### config.mk
export PLATFORM = sky130hd
export DESIGN_NAME = sdram_req_arbiter
export DESIGN_NICKNAME = d
export VERILOG_FILES = /design/src/rtl/sdram_arb_pkg.sv /design/src/rtl/sdram_tag_fifo.sv /design/src/rtl/sdram_req_arbiter.sv
export SDC_FILE = /design/constraint.sdc
export NUM_CORES = 1
export LEC_CHECK = 0
export ABC_AREA = 1
export CAP_MARGIN = 20
export CORE_AREA = 2 2 199 201
export DETAILED_ROUTE_END_ITERATION = 7
export DIE_AREA = 0 0 201 203
export GPL_TIMING_DRIVEN = 0
export PLACE_DENSITY = 0.75
export SYNTH_ARGS = -nofsm -noshare
export SYNTH_HDL_FRONTEND = slang
export SYNTH_SLANG_ARGS = --single-unit
### constraint.sdc
create_clock -name clk -period 3.2 [get_ports clk]
set_input_delay 0.32 -clock clk [delete_from_list [all_inputs] [get_ports clk]]
set_output_delay 0.32 -clock clk [all_outputs]
set_load 0.01 [all_outputs]
### src/rtl/sdram_arb_pkg.sv
// ---------------------------------------------------------------------------
// sdram_arb_pkg
// Shared constants, types and helpers for the SDRAM request arbiter.
//   - Field layout of the 41-bit single command word and the 32-bit burst
//     command word written into the SDRAM controller's command FIFOs.
//   - Return-path FSM state type.
//   - pack_single_cmd(): builds a single command word from its fields.
// ---------------------------------------------------------------------------
package sdram_arb_pkg;

  localparam int ADDR_W       = 24;
  localparam int DATA_W       = 16;
  localparam int CMD_W        = 41;
  localparam int CMD_WE_BIT   = 40;
  localparam int CMD_ADDR_MSB = 39;
  localparam int CMD_ADDR_LSB = 16;
  localparam int BURST_CMD_W  = 32;
  localparam int BURST_WORDS  = 8;
  localparam int BURST_DATA_W = BURST_WORDS * DATA_W;

  typedef enum logic {
    R_IDLE,
    R_POP
  } ret_state_t;

  // Reads carry a zero data field so the controller never sees stale data.
  function automatic logic [CMD_W-1:0] pack_single_cmd(
    input logic              we,
    input logic [ADDR_W-1:0] addr,
    input logic [DATA_W-1:0] data
  );
    logic [CMD_W-1:0] cmd;
    cmd                            = '0;
    cmd[CMD_WE_BIT]                = we;
    cmd[CMD_ADDR_MSB:CMD_ADDR_LSB] = addr;
    cmd[DATA_W-1:0]                = we ? data : '0;
    return cmd;
  endfunction

endpackage

### src/rtl/sdram_tag_fifo.sv
// ---------------------------------------------------------------------------
// sdram_tag_fifo
// Small synchronous show-ahead FIFO holding requester IDs of outstanding
// reads, so returned data can be routed back in issue order.
// Ports:
//   clk, rst_n     clock, asynchronous active-low reset (empties the FIFO)
//   push, d        write an entry (ignored when full)
//   pop            drop the head entry (ignored when empty)
//   q              head entry, valid whenever empty is low
//   full, empty    occupancy flags
// DEPTH must be a power of two, at least 2.
// ---------------------------------------------------------------------------
module sdram_tag_fifo #(
  parameter int WIDTH = 2,
  parameter int DEPTH = 16
) (
  input  logic             clk,
  input  logic             rst_n,
  input  logic             push,
  input  logic             pop,
  input  logic [WIDTH-1:0] d,
  output logic [WIDTH-1:0] q,
  output logic             full,
  output logic             empty
);

  localparam int AW = $clog2(DEPTH);

  logic [WIDTH-1:0] mem [DEPTH];
  logic [AW:0]      wr_ptr;
  logic [AW:0]      rd_ptr;
  logic             do_push;
  logic             do_pop;

  // Pointers carry one extra wrap bit so full and empty are distinguishable.
  assign empty   = (wr_ptr == rd_ptr);
  assign full    = (wr_ptr[AW] != rd_ptr[AW]) && (wr_ptr[AW-1:0] == rd_ptr[AW-1:0]);
  assign do_push = push && !full;
  assign do_pop  = pop && !empty;
  assign q       = mem[rd_ptr[AW-1:0]];

  always_ff @(posedge clk or negedge rst_n) begin
    if (!rst_n) begin
      wr_ptr <= '0;
      rd_ptr <= '0;
    end else begin
      if (do_push) wr_ptr <= wr_ptr + 1'b1;
      if (do_pop)  rd_ptr <= rd_ptr + 1'b1;
    end
  end

  // Storage needs no reset; only entries between the pointers are ever read.
  always_ff @(posedge clk) begin
    if (do_push) mem[wr_ptr[AW-1:0]] <= d;
  end

endmodule

### src/rtl/sdram_req_arbiter.sv
// ---------------------------------------------------------------------------
// sdram_req_arbiter
// Round-robin arbiter sharing one SDRAM controller between NUM_REQ
// requesters. Accepted commands are registered and written into the
// controller's single or burst command FIFO one cycle later. Read data
// coming back from the controller is routed to the issuing requester using
// one in-order tag queue per return path.
// Ports:
//   clk, rst_n_i            clock, asynchronous active-low reset
//   req_valid_i/ready_o     per-requester handshake (ready is one-hot)
//   req_we_i, req_burst_i   command kind (burst overrides we)
//   req_addr_i, req_data_i  packed per-requester address / write data
//   rsp_valid_o, rsp_data_o             single-read response strobe + data
//   rsp_burst_valid_o, rsp_burst_data_o burst response strobe + data
//   cmd_d_o/cmd_enq_o/cmd_alm_full_i        single command FIFO writer
//   burst_d_o/burst_enq_o/burst_alm_full_i  burst command FIFO writer
//   data_q_i/data_deq_o/data_empty_i        single data FIFO reader
//   burst_q_i/burst_deq_o/burst_empty_i     burst data FIFO reader
//   orphan_o                sticky: data arrived with no matching tag
// ---------------------------------------------------------------------------
module sdram_req_arbiter
  import sdram_arb_pkg::*;
#(
  parameter int  NUM_REQ   = 3,
  parameter int  TAG_DEPTH = 16,
  localparam int IDW       = $clog2(NUM_REQ)
) (
  input  logic                      clk,
  input  logic                      rst_n_i,
  input  logic [NUM_REQ-1:0]        req_valid_i,
  output logic [NUM_REQ-1:0]        req_ready_o,
  input  logic [NUM_REQ-1:0]        req_we_i,
  input  logic [NUM_REQ-1:0]        req_burst_i,
  input  logic [NUM_REQ*ADDR_W-1:0] req_addr_i,
  input  logic [NUM_REQ*DATA_W-1:0] req_data_i,
  output logic [NUM_REQ-1:0]        rsp_valid_o,
  output logic [DATA_W-1:0]         rsp_data_o,
  output logic [NUM_REQ-1:0]        rsp_burst_valid_o,
  output logic [BURST_DATA_W-1:0]   rsp_burst_data_o,
  output logic [CMD_W-1:0]          cmd_d_o,
  output logic                      cmd_enq_o,
  input  logic                      cmd_alm_full_i,
  output logic [BURST_CMD_W-1:0]    burst_d_o,
  output logic                      burst_enq_o,
  input  logic                      burst_alm_full_i,
  input  logic [DATA_W-1:0]         data_q_i,
  output logic                      data_deq_o,
  input  logic                      data_empty_i,
  input  logic [BURST_DATA_W-1:0]   burst_q_i,
  output logic                      burst_deq_o,
  input  logic                      burst_empty_i,
  output logic                      orphan_o
);

  logic [IDW-1:0]     rr_q;
  logic [NUM_REQ-1:0] eligible;
  logic               grant_found;
  logic [IDW-1:0]     grant_idx;
  logic [IDW:0]       cand;
  logic [IDW-1:0]     rr_next;
  logic               accept;

  logic               sel_we;
  logic               sel_burst;
  logic [ADDR_W-1:0]  sel_addr;
  logic [DATA_W-1:0]  sel_data;

  logic               stag_push;
  logic               stag_pop;
  logic [IDW-1:0]     stag_head;
  logic               stag_full;
  logic               stag_empty;
  logic               btag_push;
  logic               btag_pop;
  logic [IDW-1:0]     btag_head;
  logic               btag_full;
  logic               btag_empty;

  ret_state_t         s_state;
  ret_state_t         s_state_nxt;
  logic [DATA_W-1:0]  s_data_q;
  logic [IDW-1:0]     s_tag_q;
  logic               s_orphan;

  ret_state_t         b_state;
  ret_state_t         b_state_nxt;
  logic [BURST_DATA_W-1:0] b_data_q;
  logic [IDW-1:0]     b_tag_q;
  logic               b_orphan;

  // A requester only competes when its target path can take the command,
  // so a stalled path never blocks traffic headed for the other one.
  always_comb begin
    eligible = '0;
    for (int i = 0; i < NUM_REQ; i++) begin
      if (req_burst_i[i]) begin
        eligible[i] = req_valid_i[i] && !burst_alm_full_i && !btag_full;
      end else if (req_we_i[i]) begin
        eligible[i] = req_valid_i[i] && !cmd_alm_full_i;
      end else begin
        eligible[i] = req_valid_i[i] && !cmd_alm_full_i && !stag_full;
      end
    end
  end

  // Scan eligible requesters starting at rr_q, wrapping at NUM_REQ; the
  // first hit wins. cand has one spare bit so rr_q + k never overflows.
  always_comb begin
    grant_found = 1'b0;
    grant_idx   = '0;
    cand        = '0;
    for (int k = 0; k < NUM_REQ; k++) begin
      cand = {1'b0, rr_q} + (IDW+1)'(k);
      if (cand >= (IDW+1)'(NUM_REQ)) cand = cand - (IDW+1)'(NUM_REQ);
      if (!grant_found && eligible[cand[IDW-1:0]]) begin
        grant_found = 1'b1;
        grant_idx   = cand[IDW-1:0];
      end
    end
  end

  // Reset gates the grant so nothing is accepted while reset is asserted.
  assign accept  = grant_found && rst_n_i;
  assign rr_next = (grant_idx == IDW'(NUM_REQ-1)) ? '0 : grant_idx + IDW'(1);

  always_comb begin
    req_ready_o = '0;
    if (accept) req_ready_o[grant_idx] = 1'b1;
  end

  assign sel_we    = req_we_i[grant_idx];
  assign sel_burst = req_burst_i[grant_idx];
  assign sel_addr  = req_addr_i[grant_idx*ADDR_W +: ADDR_W];
  assign sel_data  = req_data_i[grant_idx*DATA_W +: DATA_W];

  assign stag_push = accept && !sel_burst && !sel_we;
  assign btag_push = accept && sel_burst;

  // Command register: the accepted command is presented to the controller
  // one cycle after the handshake, with a single-cycle enqueue strobe.
  always_ff @(posedge clk or negedge rst_n_i) begin
    if (!rst_n_i) begin
      rr_q        <= '0;
      cmd_enq_o   <= 1'b0;
      cmd_d_o     <= '0;
      burst_enq_o <= 1'b0;
      burst_d_o   <= '0;
    end else begin
      cmd_enq_o   <= accept && !sel_burst;
      burst_enq_o <= accept && sel_burst;
      if (accept) rr_q <= rr_next;
      if (accept && !sel_burst) cmd_d_o <= pack_single_cmd(sel_we, sel_addr, sel_data);
      if (accept && sel_burst) burst_d_o <= {{(BURST_CMD_W-ADDR_W){1'b0}}, sel_addr};
    end
  end

  sdram_tag_fifo #(
    .WIDTH (IDW),
    .DEPTH (TAG_DEPTH)
  ) u_single_tags (
    .clk   (clk),
    .rst_n (rst_n_i),
    .push  (stag_push),
    .pop   (stag_pop),
    .d     (grant_idx),
    .q     (stag_head),
    .full  (stag_full),
    .empty (stag_empty)
  );

  sdram_tag_fifo #(
    .WIDTH (IDW),
    .DEPTH (TAG_DEPTH)
  ) u_burst_tags (
    .clk   (clk),
    .rst_n (rst_n_i),
    .push  (btag_push),
    .pop   (btag_pop),
    .d     (grant_idx),
    .q     (btag_head),
    .full  (btag_full),
    .empty (btag_empty)
  );

  // Single return path: take the FIFO head together with the oldest tag,
  // then strobe the owner's response in the following cycle. Data with no
  // tag behind it (e.g. after a reset) is drained and flagged as orphan.
  always_comb begin
    s_state_nxt = s_state;
    data_deq_o  = 1'b0;
    stag_pop    = 1'b0;
    s_orphan    = 1'b0;
    unique case (s_state)
      R_IDLE: begin
        if (rst_n_i && !data_empty_i) begin
          data_deq_o = 1'b1;
          if (!stag_empty) begin
            stag_pop    = 1'b1;
            s_state_nxt = R_POP;
          end else begin
            s_orphan = 1'b1;
          end
        end
      end
      R_POP:   s_state_nxt = R_IDLE;
      default: s_state_nxt = R_IDLE;
    endcase
  end

  // Burst return path, same behaviour as the single path.
  always_comb begin
    b_state_nxt = b_state;
    burst_deq_o = 1'b0;
    btag_pop    = 1'b0;
    b_orphan    = 1'b0;
    unique case (b_state)
      R_IDLE: begin
        if (rst_n_i && !burst_empty_i) begin
          burst_deq_o = 1'b1;
          if (!btag_empty) begin
            btag_pop    = 1'b1;
            b_state_nxt = R_POP;
          end else begin
            b_orphan = 1'b1;
          end
        end
      end
      R_POP:   b_state_nxt = R_IDLE;
      default: b_state_nxt = R_IDLE;
    endcase
  end

  // Return path state, captured data/tag, and the sticky orphan flag.
  always_ff @(posedge clk or negedge rst_n_i) begin
    if (!rst_n_i) begin
      s_state  <= R_IDLE;
      s_data_q <= '0;
      s_tag_q  <= '0;
      b_state  <= R_IDLE;
      b_data_q <= '0;
      b_tag_q  <= '0;
      orphan_o <= 1'b0;
    end else begin
      s_state  <= s_state_nxt;
      b_state  <= b_state_nxt;
      orphan_o <= orphan_o | s_orphan | b_orphan;
      if (stag_pop) begin
        s_data_q <= data_q_i;
        s_tag_q  <= stag_head;
      end
      if (btag_pop) begin
        b_data_q <= burst_q_i;
        b_tag_q  <= btag_head;
      end
    end
  end

  always_comb begin
    rsp_valid_o       = '0;
    rsp_burst_valid_o = '0;
    if (s_state == R_POP) rsp_valid_o[s_tag_q] = 1'b1;
    if (b_state == R_POP) rsp_burst_valid_o[b_tag_q] = 1'b1;
  end

  assign rsp_data_o       = s_data_q;
  assign rsp_burst_data_o = b_data_q;

endmodule
==> results.json, run 1 <==
{
  "clock-sinks": 304,
  "crit_slowest_cell": "dfrtp_1",
  "reg2reg_to": "u_burst_tags.mem[4][0]",
  "clkPwrFrac_pct": 17.8,
  "cts_htree_levels": 2,
  "comb_power_share_pct": 53.2,
  "finalInstanceArea_um2": 20700,
  "min_path_type": "in -> async",
  "leakagePower_nw": 9.51,
  "maxCapViolCount": 0,
  "intPower_w": 0.0127,
  "max-slew-margin-rel_pct": 53.4,
  "portBuffers": 501,
  "period_minus_slack_ps": 3130,
  "viasPerCell": 4.78,
  "drt-initial-drc-count": 651,
  "reg2regPathDepth": 22,
  "rsz0062_at_grt": "true",
  "p_seq_share_pct": 29.0,
  "finalNonFillerCells": 2669,
  "path_clk_slew_ps": 60,
  "die-area_um2": 40800,
  "synth.cell_area_um2": 13300,
  "worst-r2r-setup-slack_ps": 150,
  "ys_types": 38,
  "dpl-instance-area_um2": 19100,
  "critical_path_class": "reg -> out",
  "cp_max_fo": 10,
  "nets": 2417,
  "ys_seq_area_share_pct": 59.4,
  "cp-endpoint": "req_ready_o[0]",
  "root_buffer": "clkbuf_16",
  "avgSynthCellArea_um2": 8.53,
  "wl_per_cell_um": 16.9,
  "finalCritPeriodShare_pct": 97.9,
  "n_antenna_cell": 0,
  "cts_inserted_buffers": 34,
  "num_vias": 12800,
  "core_area_um2": 38500,
  "ys_ff_latch": 304,
  "status": "finished, violations left",
  "timing.final.setup_violations": 0,
  "clkLatencyLatePin_ps": 520,
  "grt_antenna_before_repair": 0,
  "antenna_left": 0,
  "die_w_um": 201,
  "cellPowerDensity_nw_per_um2": 1060,
  "worstPathCellList": "buf_6, inv_4, nand2_1, nand2_1, nor2_4, nand3_4, nand3_1, nand2_2, nand3_1, nand2_1, nand2_2, nand2_2, nand2_1, nand2_2, nand2_4, clkbuf_8, nor3_4, buf_2",
  "track_usage_pct": 21.4,
  "fmax_ghz": 0.319,
  "grt_pass1_wl_um": 69400,
  "drc": 0,
  "switching_share_pct": 42.1,
  "slowest_delay_ps": 390,
  "violations": "negative hold slack",
  "ios": 510,
  "setup.worst_path.start": "u_burst_tags.rd_ptr[0]",
  "dp_hpwl_um": 33700,
  "worstMarginPinSlew_ps": 700,
  "syn2layout_area_growth_pct": 55.0,
  "netlist_instances": 1565,
  "drive_gt1_share_pct": 8.93,
  "cp.arrival_ps": 2810,
  "rows": 72,
  "setup_tns_ps": 0,
  "overflow": 0,
  "hold_violations": 41,
  "dp.cells": 2593,
  "worstSetupStartpointType": "register",
  "vdd_drop_max_v": 0.000733,
  "whs_ps": -282,
  "wirelength_um": 45100,
  "dr.pass1.iters": 5,
  "critPathRequiredTime_ps": 2880,
  "grt_pass1_vias": 12800,
  "cts_tree": "done",
  "start_util_pct": 34.7,
  "fin_util_pct": 53.8,
  "die_y_um": 203,
  "gp_congestion": 0.908,
  "clock_skew_ps": 19.9,
  "switchingPower_w": 0.00921,
  "clk_path_buf_depth": 3,
  "drv_slew": 0,
  "grt_max_degree": 123,
  "r2r_start": "u_burst_tags.rd_ptr[0]",
  "crit_path_end_kind": "output pin",
  "ys_warn_count": 0
}
## worst max-delay path, delay by kind of cell (launching register included)
kind / cells / cell delay, ps
buffers and inverters: 4 / 590
AND/OR/NAND/NOR: 14 / 1300
flip-flops: 1 / 390
## synth_stat cells, drive strengths merged
library cell / number / area, µm²
nand3: 68 / 345
o21ai: 54 / 270
buf: 45 / 274
o221ai: 6 / 52.6
nor2: 85 / 347
nand4: 7 / 43.8
nor3: 8 / 40.0
clkbuf: 37 / 140
o22ai: 10 / 62.6
a22oi: 2 / 15.0
conb: 1 / 3.75
edfxtp: 64 / 1920
o21bai: 7 / 52.6
a41oi: 2 / 17.5
inv: 44 / 168
o41ai: 1 / 8.76
dfrtp: 240 / 6010
xor2: 15 / 131
nand2: 845 / 3200
a21oi: 4 / 31.3
nand3b: 2 / 15.0
xnor2: 2 / 17.5
ha: 12 / 150
a221oi: 2 / 17.5
o211ai: 2 / 15.0
## power groups by stage
stage	logic (W)	clock network, W	registers, W
final	0.0116	0.00388	0.00635
after global routing	0.0128	0.00411	0.00650
after CTS	0.0111	0.00396	0.00634
after detailed placement	0.0107	0	0.00638
after global placement	0.0105	0	0.00637
after floorplan	0.00530	0	0.00681
## per-stage QoR
| stage | power (W) | setup WS [ps] |
|---|---|---|
| floorplan | 0.0121 | 473 |
| global placement | 0.0168 | -9720 |
| detailed placement | 0.0171 | -549 |
| CTS | 0.0214 | -222 |
| global route | 0.0234 | -147 |
| finish | 0.0219 | 68.0 |
## layout make-up
| type | count | area [µm²] |
|---|---|---|
| inverters | 44 | 170 |
| clock inverters | 8 | 72.6 |
| multi-input cells | 1142 | 5140 |
| flip-flops and latches | 304 | 7930 |
| fillers | 3434 | 17800 |
| clock buffers | 53 | 1030 |
| plain buffers | 81 | 483 |
| repair buffers | 519 | 5200 |
| well taps | 518 | 648 |
## layer usage
layer | vias up | part of all wire, % | global-route usage [%]
met5 | - | 0 | 0
met4 | 0 | 4.0 | 8.70
met3 | 115 | 7.1 | 4.61
met2 | 584 | 50 | 37.9
met1 | 6013 | 39 | 25.3
li1 | 6042 | - | -
## placed cells by master (no fill, tap or decap), types with 8 or more instances in the layout
cell type and instances:
buf_2 15, buf_4 27, buf_6 9, clkbuf_1 42, clkbuf_16 36, clkbuf_8 8, clkdlybuf4s50_1 497, conb_1 8
dfrtp_1 239, edfxtp_1 64, ha_1 12, inv_1 31, inv_2 11, nand2_1 825, nand2_2 12, nand3_1 60
nor2_1 52, nor2_2 15, nor2_4 18, o21ai_0 47, o22ai_1 10, xor2_1 15
## what timing repair did
| action | CTS | global route |
|---|---|---|
| cloned | 0 | 1 |
| resized for setup | 37 | 74 |
| endpoints found under the setup margin | 146 | 142 |
| pin swaps | 4 | 9 |
| endpoints found under the hold margin | 41 | 41 |
| setup buffers | 4 | 11 |
## state kept, by name (all words and copies together) (netlist names), 5 cells and up
signal / count
u_single_tags.rd_ptr: 5
u_burst_tags.wr_ptr: 5
burst_d_o: 24
rsp_data_o: 16
rsp_burst_data_o: 128
u_single_tags.mem: 32
u_burst_tags.rd_ptr: 5
cmd_d_o: 41
u_burst_tags.mem: 32
u_single_tags.wr_ptr: 5
## worst min-delay path by stage
stage / startpoint / endpoint / slack, ps
4_1_cts: rst_n_i / rsp_burst_data_o[119] / -300
2_1_floorplan: rst_n_i / b_state / 20
3_3_place_gp: orphan_o / orphan_o / 460
6_report: rst_n_i / rsp_burst_data_o[69] / -280
5_1_grt: rst_n_i / rsp_burst_data_o[69] / -280
3_5_place_dp: rst_n_i / rsp_burst_data_o[71] / 250
## cell families (layout without fill, tap and decap cells)
kind of cell,count (synthesis),after routing,synth area share [%]
DFF,304,304,59.4
buffers and inverters,126,705,4.36
xor gates and xnor gates,17,17,1.12
other,1,8,0.0281
AOI/OAI and AO/OA,90,90,4.07
adders and majority gates,12,12,1.13
and+or+nand+nor,1015,1015,29.9
Power figures use the tool's default switching activity.
==> inputs of run 2 (changes only) <==
- ABC_CLOCK_PERIOD_IN_PS: not set -> 3200
==> results of run 2 <==
Same layout as run 1: the final DEF is identical, and so are final timing and power.
==> inputs of run 3 (changes only) <==
- CAP_MARGIN: 20 -> 30
==> results of run 3 <==
Same layout as run 1: the final DEF is identical, and so are final timing and power.
